`config.mk`:
```
export PLATFORM = sky130hd
export DESIGN_NAME = msrv32_pc_pipe_reg
export DESIGN_NICKNAME = d
export VERILOG_FILES = /design/src/rtl/msrv32_pc_pipe_reg.sv
export SDC_FILE = /design/constraint.sdc
export NUM_CORES = 1
export LEC_CHECK = 0
export CAP_MARGIN = 5
export CORE_MARGIN = 4
export CORE_UTILIZATION = 41
export CTS_BUF_LIST = sky130_fd_sc_hd__clkbuf_8 sky130_fd_sc_hd__clkbuf_16
export CTS_CLUSTER_SIZE = 10
export DETAILED_ROUTE_END_ITERATION = 6
export PLACE_DENSITY_LB_ADDON = 0.3
export SLEW_MARGIN = 20
export SYNTH_ARGS = -nofsm -noshare
export SYNTH_HDL_FRONTEND = slang
export SYNTH_SLANG_ARGS = --single-unit
```
`constraint.sdc`:
```
create_clock -name ms_riscv32_mp_clk_in -period 2.1 [get_ports ms_riscv32_mp_clk_in]
set_input_delay 0.315 -clock ms_riscv32_mp_clk_in [delete_from_list [all_inputs] [get_ports ms_riscv32_mp_clk_in]]
set_output_delay 0.315 -clock ms_riscv32_mp_clk_in [all_outputs]
set_load 0.05 [all_outputs]
```
`src/rtl/msrv32_pc_pipe_reg.sv`:
```
// Fetch PC register with valid/ready handoff and a DEPTH-stage (PC, valid)
// tracking pipeline so downstream stages know which instruction they carry.
module msrv32_pc_pipe_reg #(
   parameter int unsigned     XLEN      = 32,
   parameter logic [XLEN-1:0] BOOT_ADDR = '0,
   parameter int unsigned     IALIGN    = 4,
   parameter int unsigned     DEPTH     = 2
) (
   input  logic                  ms_riscv32_mp_clk_in,
   input  logic                  ms_riscv32_mp_rst_in,
   input  logic [XLEN-1:0]       pc_mux_in,
   input  logic                  redirect_in,
   input  logic                  stall_in,
   input  logic                  flush_in,
   input  logic                  fetch_ready_in,
   output logic [XLEN-1:0]       pc_out,
   output logic                  pc_valid_out,
   output logic [XLEN-1:0]       pc_plus_out,
   output logic [DEPTH*XLEN-1:0] stage_pc_out,
   output logic [DEPTH-1:0]      stage_valid_out,
   output logic                  misaligned_out
);

   localparam int unsigned ALIGN_BITS = $clog2(IALIGN);

   logic [XLEN-1:0]       pc_q;
   logic                  pc_valid_q;
   logic                  misaligned_q;
   logic [DEPTH*XLEN-1:0] stage_pc_q;
   logic [DEPTH-1:0]      stage_valid_q;
   logic [DEPTH*XLEN-1:0] stage_pc_shift;
   logic [DEPTH-1:0]      stage_valid_shift;
   logic [XLEN-1:0]       aligned_target;
   logic                  target_misaligned;
   logic                  fire;

   always_comb begin
      fire              = pc_valid_q & fetch_ready_in & ~stall_in & ~redirect_in;
      aligned_target    = {pc_mux_in[XLEN-1:ALIGN_BITS], {ALIGN_BITS{1'b0}}};
      target_misaligned = |pc_mux_in[ALIGN_BITS-1:0];
      pc_plus_out       = pc_q + XLEN'(IALIGN);
   end

   // A single stage has nothing older to shift in, so it only takes the fetch slot.
   generate
      if (DEPTH == 1) begin : g_one_stage
         always_comb begin
            stage_pc_shift    = pc_q;
            stage_valid_shift = fire;
         end
      end else begin : g_multi_stage
         always_comb begin
            stage_pc_shift    = {stage_pc_q[(DEPTH-1)*XLEN-1:0], pc_q};
            stage_valid_shift = {stage_valid_q[DEPTH-2:0], fire};
         end
      end
   endgenerate

   always_ff @(posedge ms_riscv32_mp_clk_in or negedge ms_riscv32_mp_rst_in) begin
      if (!ms_riscv32_mp_rst_in) begin
         pc_q          <= BOOT_ADDR;
         pc_valid_q    <= 1'b0;
         misaligned_q  <= 1'b0;
         stage_pc_q    <= '0;
         stage_valid_q <= '0;
      end else begin
         pc_valid_q   <= 1'b1;
         misaligned_q <= redirect_in & target_misaligned;

         if (redirect_in)
            pc_q <= aligned_target;
         else if (!stall_in && fire)
            pc_q <= pc_plus_out;

         // Flush clears validity but leaves stage PCs where they are.
         if (flush_in) begin
            stage_valid_q <= '0;
         end else if (!stall_in) begin
            stage_pc_q    <= stage_pc_shift;
            stage_valid_q <= stage_valid_shift;
         end
      end
   end

   always_comb begin
      pc_out          = pc_q;
      pc_valid_out    = pc_valid_q;
      misaligned_out  = misaligned_q;
      stage_pc_out    = stage_pc_q;
      stage_valid_out = stage_valid_q;
   end

endmodule

```
==> results of run 1 <==
-- sequential cells by signal, summed over array words and instances, names as in the netlist --
| name | flops |
|---|---|
| misaligned_out | 1 |
| stage_pc_out | 60 |
| pc_out | 30 |
| stage_valid_out | 2 |
| pc_valid_out | 1 |
-- through the flow --
stage | power [mW] | instances
final | 7.52 | 798
after floorplan | 4.39 | 434
after global placement | 5.59 | 760
after CTS | 7.52 | 790
after detailed placement | 5.66 | 760
after global routing | 7.81 | 798
-- power by group --
| group | internal (mW) | switching (mW) |
|---|---|---|
| clock network | 1.08 | 0.735 |
| logic | 1.26 | 2.07 |
| registers | 2.14 | 0.224 |
| total | 4.49 | 3.03 |
-- metal layers --
metal | part of all wire [%] | vias to the layer above | routed length (um)
met5 | 0 | - | 0
met4 | 1.6 | 0 | 248
met3 | 8.3 | 24 | 1290
met2 | 53 | 187 | 8180
met1 | 37 | 2202 | 5820
li1 | - | 1960 | -
-- layout make-up --
class | count | area (um2) | share of cell area [%]
Clock buffer | 10 | 239 | 2.85
Clock inverter | 6 | 92.6 | 1.10
Inverter | 5 | 18.8 | 0.224
Multi-Input combinational cell | 295 | 2860 | 34.1
Sequential cell | 94 | 2380 | 28.4
Tap cell | 140 | 175 | 2.09
Timing Repair Buffer | 248 | 2620 | 31.2
-- how the worst min path moves through the flow --
stage	from	to	slack, ps	depth (start not counted)
after global routing	ms_riscv32_mp_rst_in	stage_pc_out[56]	50	1
after floorplan	ms_riscv32_mp_rst_in	misaligned_out	20	0
after global placement	ms_riscv32_mp_rst_in	stage_pc_out[56]	370	1
after detailed placement	ms_riscv32_mp_rst_in	stage_pc_out[58]	380	1
final	ms_riscv32_mp_rst_in	stage_pc_out[58]	-4	1
after CTS	ms_riscv32_mp_rst_in	stage_pc_out[58]	20	1
-- cells by family (layout without fill, tap and decap cells) --
group | count (synthesis) | after routing | synth area share (%)
adders and majority gates | 1 | 1 | 0.269
muxes | 62 | 62 | 15.0
xor gates and xnor gates | 39 | 39 | 7.35
and+or+nand+nor | 135 | 136 | 15.4
AOI/OAI and AO/OA | 48 | 48 | 6.57
DFF | 94 | 94 | 50.6
other | 2 | 9 | 0.162
buffers and inverters | 46 | 269 | 4.66
-- cell usage in the layout (no fill, tap or decap), types with 5 or more instances in the layout --
cell type and n:
nand4_1 14, nor2_4 6, buf_6 13, xnor2_4 8
mux2_2 60, or4_1 11, xnor2_1 9, dlymetal6s2s_1 5
o21ai_0 15, o31ai_1 8, dlygate4sd2_1 7, xor2_4 13
clkdlybuf4s50_1 114, conb_1 9, nand3_1 8, dfrtp_2 24
nand2_1 25, nor2_1 23, buf_4 77, clkbuf_16 9
buf_12 31, dfrtp_1 70, a31oi_1 15
-- repair_timing --
action / 4_1_cts / 5_1_grt
gates resized for setup: 42 / 34
endpoints found under the hold margin: 0 / 0
buffers inserted: 14 / 8
pin swaps: 20 / 24
gates cloned: 0 / 1
setup endpoints to repair: 26 / 33
-- worst register-to-register path, delay by kind of cell, from the launching register on --
| family | cells | cell delay, ps |
|---|---|---|
| and+or+nand+nor | 3 | 1370 |
| DFF | 1 | 390 |
| buffers and inverters | 2 | 310 |
| AOI/OAI and AO/OA | 1 | 180 |
==> reports/summary.txt, run 1 <==
FF-to-FF Start: pc_out[2]
met3 usage: 6.87%
critical-path cell with the highest stage delay: dfrtp_2
First DRT Iteration DRCs: 242
global-route congestion overflow total: 0
Crit. End Element: primary output
cells along the critical path: nand4_1 -> buf_4 -> buf_6 -> nor4_4 -> buf_4 -> nand4_1 -> xnor2_4 -> buf_12
Reg2Reg Depth: 6
GRT busiest layer: met2
vias in the first global route: 4620
EDFF count, synth: 0
met1 Usage GRT: 28.3%
maxcap violations: 0
# IOs: 170
detailed placer's ending HPWL: 10.8 mm
most frequent cell after synthesis: dfrtp_1
ys flop type: dfrtp_1
via count: 4373
gr usage total: 23.1%
CP required: 1780 ps
pwr/cell area: 896 nW/um2
fin. max-slew vios: 0
clk root buf: clkbuf_16
Reg-to-Reg End: pc_out[19]
Fillers: 671
DR WL/cell: 19.5 um
Crit Path Category: flip-flop to primary output
Final ANT Viol Nets: 0
ys async rst share: 100%
worst slack, placed: -172 ps
synthesized cell area: 4650 um2
post-route cell area: 8390 um2
Mapped Cells: 427
Starting Density: 42.3%
initial antenna violation count: 0
top post-synthesis cells by area: dfrtp_1 (51%), mux2_2 (15%), xnor2_1 (3.8%)
nets@finish: 692
Placed Area: 7600 um2
first-pass GRT wire length: 24.1 mm
RSZ-0062 raised after global routing: yes
met2 Track Usage GR: 39.3%
number of unique standard cell types used by synthesis: 35
die width: 114 um
worst path arrival time: 2160 ps
Final Skew: 5.63 ps
Ys Warns: 0
CP Depth: 8
vias per cell: 5.48
full die area: 13100 um2
CTS tree: done
Num CTS Buffers: 9
fin crit period: 2480 ps
Layout Utilization: 76.4%
Seq/Total Area, Yosys: 50.6%
pin count of the biggest net entering global routing: 48
largest fanout on the critical path: 5
crit path to: pc_plus_out[29]
fraction of layout cells with a size suffix above 1: 44.7%
later-pin clock latency in the skew report: 340 ps
Fin Setup TNS: -5810 ps
Setup crit start kind: flip-flop
Setup crit start: pc_out[2]
r2r setup slk: -240 ps
failing checks: hold timing, setup timing
post-synthesis register bit count: 94
Worst slew margin: 56.7%
Site Rows: 38
clock sink total: 94
Reg clk slew, reported paths: 70 ps
Max Clk Rate: 404 MHz
sum of buffers and inverters on the critical path: 4
GPL Wtd Cong: 0.828
Yosys top cell area share: 50.6%
CP delay by family, top: buffers and inverters
Core Area: 11000 um2
final hold vios: 1
Worst-Margin Slew: 650 ps
Clock Path Buffers: 2
final period utilization: 118%
syn_area_per_cell: 10.9 um2
hold_buf cts: 0
die span in y: 114 um
Critical Path Max Stage Delay: 390 ps
final wirelength: 15.5 mm
status: finished with violations
H-tree Lvls: 3
IO buf count: 161
First-pass DRT Iterations: 5
final setup violation count: 26
leading area contributor after synthesis: dfrtp_1
worst min path class: input port to async pin
fin worst setup slack: -377 ps
synthesis-to-finish area growth: 80.4%
Worst Hold Margin: -4.26 ps
worst vdd ir: 0.585 mV
antenna cells: 0
Pleak: 3.45 nW
DRC violations left: 0
Post-synth top cells: dfrtp_1 (94), mux2_2 (60), nor2_1 (33), nand2_1 (28), clkbuf_1 (22)
No activity file was read; power rests on OpenSTA's default activity.
==> run 2: changes to the inputs <==
Settings changed: CAP_MARGIN 5 to not set, CORE_ASPECT_RATIO set to 1.2.
==> run 2 against run 1 <==
Compared with the run above: the flow still finishes with violations (hold timing, setup timing); critical endpoint is now pc_plus_out[19]; critical path depth shrank 2; wire length grew 11%; combinational power grew 2%; clock power shrank 8%; die area is essentially flat; maximum frequency shrank 3.3%; via count grew 6.6%; first-iteration DRC count grew 37%; worst hold slack lost 4.0 ps.
==> reports/summary.txt, run 2 (same netlist as run 1, synthesis figures left out) <==
status: finished with violations
failing checks: hold timing, setup timing
Final ANT Viol Nets: 0
Reg clk slew, reported paths: 70 ps
cells along the critical path: nand4_1 -> or4_4 -> buf_4 -> nor2_4 -> xor2_4 -> buf_12
hold_buf cts: 0
met2 Track Usage GR: 44.0%
Worst-Margin Slew: 644 ps
sum of buffers and inverters on the critical path: 2
fin. max-slew vios: 0
met1 Usage GRT: 28.9%
die width: 105 um
Max Clk Rate: 390 MHz
Final Skew: 11.4 ps
CP delay by family, top: simple AND/OR/NAND/NOR gates
Layout Utilization: 78.1%
RSZ-0062 raised after global routing: yes
met3 usage: 5.75%
Final Power: 7.45 mW
final wirelength: 17.2 mm
worst path arrival time: 2250 ps
final hold vios: 12
Worst Hold Margin: -8.25 ps
nets@finish: 712
vias in the first global route: 4865
worst slack, placed: -167 ps
DRC violations left: 0
CP required: 1780 ps
initial antenna violation count: 0
clock sink total: 94
Pleak: 3.62 nW
critical-path cell with the highest stage delay: or4_4
Starting Density: 41.9%
via count: 4662
pin count of the biggest net entering global routing: 50
Core Area: 11100 um2
H-tree Lvls: 3
Setup crit start kind: flip-flop
Fin Setup TNS: -7040 ps
First-pass DRT Iterations: 5
commonest cells after routing, fill and taps aside: clkdlybuf4s50_1 (110), buf_4 (82), dfrtp_1 (70)
final setup violation count: 36
GRT busiest layer: met2
Crit. End Element: primary output
max reg flops: 60
vias per cell: 5.60
pwr/cell area: 861 nW/um2
maxcap violations: 0
die span in y: 125 um
CTS tree: done
Site Rows: 42
Num CTS Buffers: 9
IO buf count: 161
final period utilization: 122%
most common cell after layout, fill and taps aside: clkdlybuf4s50_1
full die area: 13100 um2
detailed placer's ending HPWL: 11.1 mm
global-route congestion overflow total: 0
worst vdd ir: 0.861 mV
largest fanout on the critical path: 5
gr usage total: 25.4%
fin worst setup slack: -462 ps
fraction of layout cells with a size suffix above 1: 46.6%
First DRT Iteration DRCs: 332
synthesis-to-finish area growth: 86.2%
Critical Path Max Stage Delay: 640 ps
first-pass GRT wire length: 26.4 mm
later-pin clock latency in the skew report: 350 ps
# IOs: 170
r2r setup slk: -270 ps
GPL Wtd Cong: 0.826
worst min path class: input port to async pin
Worst slew margin: 57.0%
Crit Path Category: flip-flop to primary output
antenna cells: 0
fin crit period: 2560 ps
Clock Path Buffers: 2
DR WL/cell: 20.7 um
clk root buf: clkbuf_16
[run 2: repair_timing]
action / in CTS / in global routing
endpoints found under the setup margin: 27 / 48
gates cloned: 1 / 0
gates resized for setup: 74 / 41
setup buffers: 32 / 14
pin swaps: 30 / 45
[run 2: power breakdown]
group          leakage (nW)  switching (mW)  internal [mW]
sequential             1.08           0.236           2.14
clock                 0.154           0.715          0.954
combinational          2.39            2.10           1.30
[run 2: path summary, 6_finish.rpt]
check / to / from / cells after the start
setup / recovery: pc_plus_out[19] / pc_out[4] / 6
hold / removal: stage_pc_out[60] / ms_riscv32_mp_rst_in / 1
setup reg to reg: pc_out[23] / pc_out[4] / 6
hold reg to reg: stage_pc_out[51] / stage_pc_out[51] / 1
max in group asynchronous: pc_out[4] / ms_riscv32_mp_rst_in / 2
min in group ms_riscv32_mp_clk_in: stage_pc_out[51] / stage_pc_out[51] / 1
[run 2: final cells by class]
| type | count | area [um2] |
|---|---|---|
| clock inverter | 6 | 61.3 |
| inverter | 5 | 18.8 |
| fill | 640 | 2430 |
| multi-input combinational | 295 | 2930 |
| timing repair buffer | 268 | 2830 |
| tap | 154 | 193 |
| sequential | 94 | 2380 |
| clock buffer | 10 | 239 |
[run 2: per-layer routing]
layer	vias to the layer above	routed length (um)
met5	-	0
met4	0	733
met3	61	1020
met2	245	8970
met1	2336	6510
li1	2020	-
[run 2: metrics by stage]
stage / cells / hold WS, ps / instance area [um2]
after floorplan: 434 / 19.4 / 5300
after global placement: 775 / 375 / 7630
final: 832 / -8.25 / 8660
after detailed placement: 775 / 384 / 7630
after global routing: 832 / 43.4 / 8660
after CTS: 824 / 16.9 / 8450
[run 2: worst reg2reg max path: stages (launching register included)]
cell and delay [ps]:
dfrtp_2 380, nand4_1 240, buf_4 250, buf_6 130, or4_4 570, or4_4 550, a31oi_4 180
==> run 3: changes to the inputs <==
Settings changed: CAP_MARGIN set to 15.
==> results of run 3 <==
No change in the layout: final DEF, timing and power equal those of run 2.
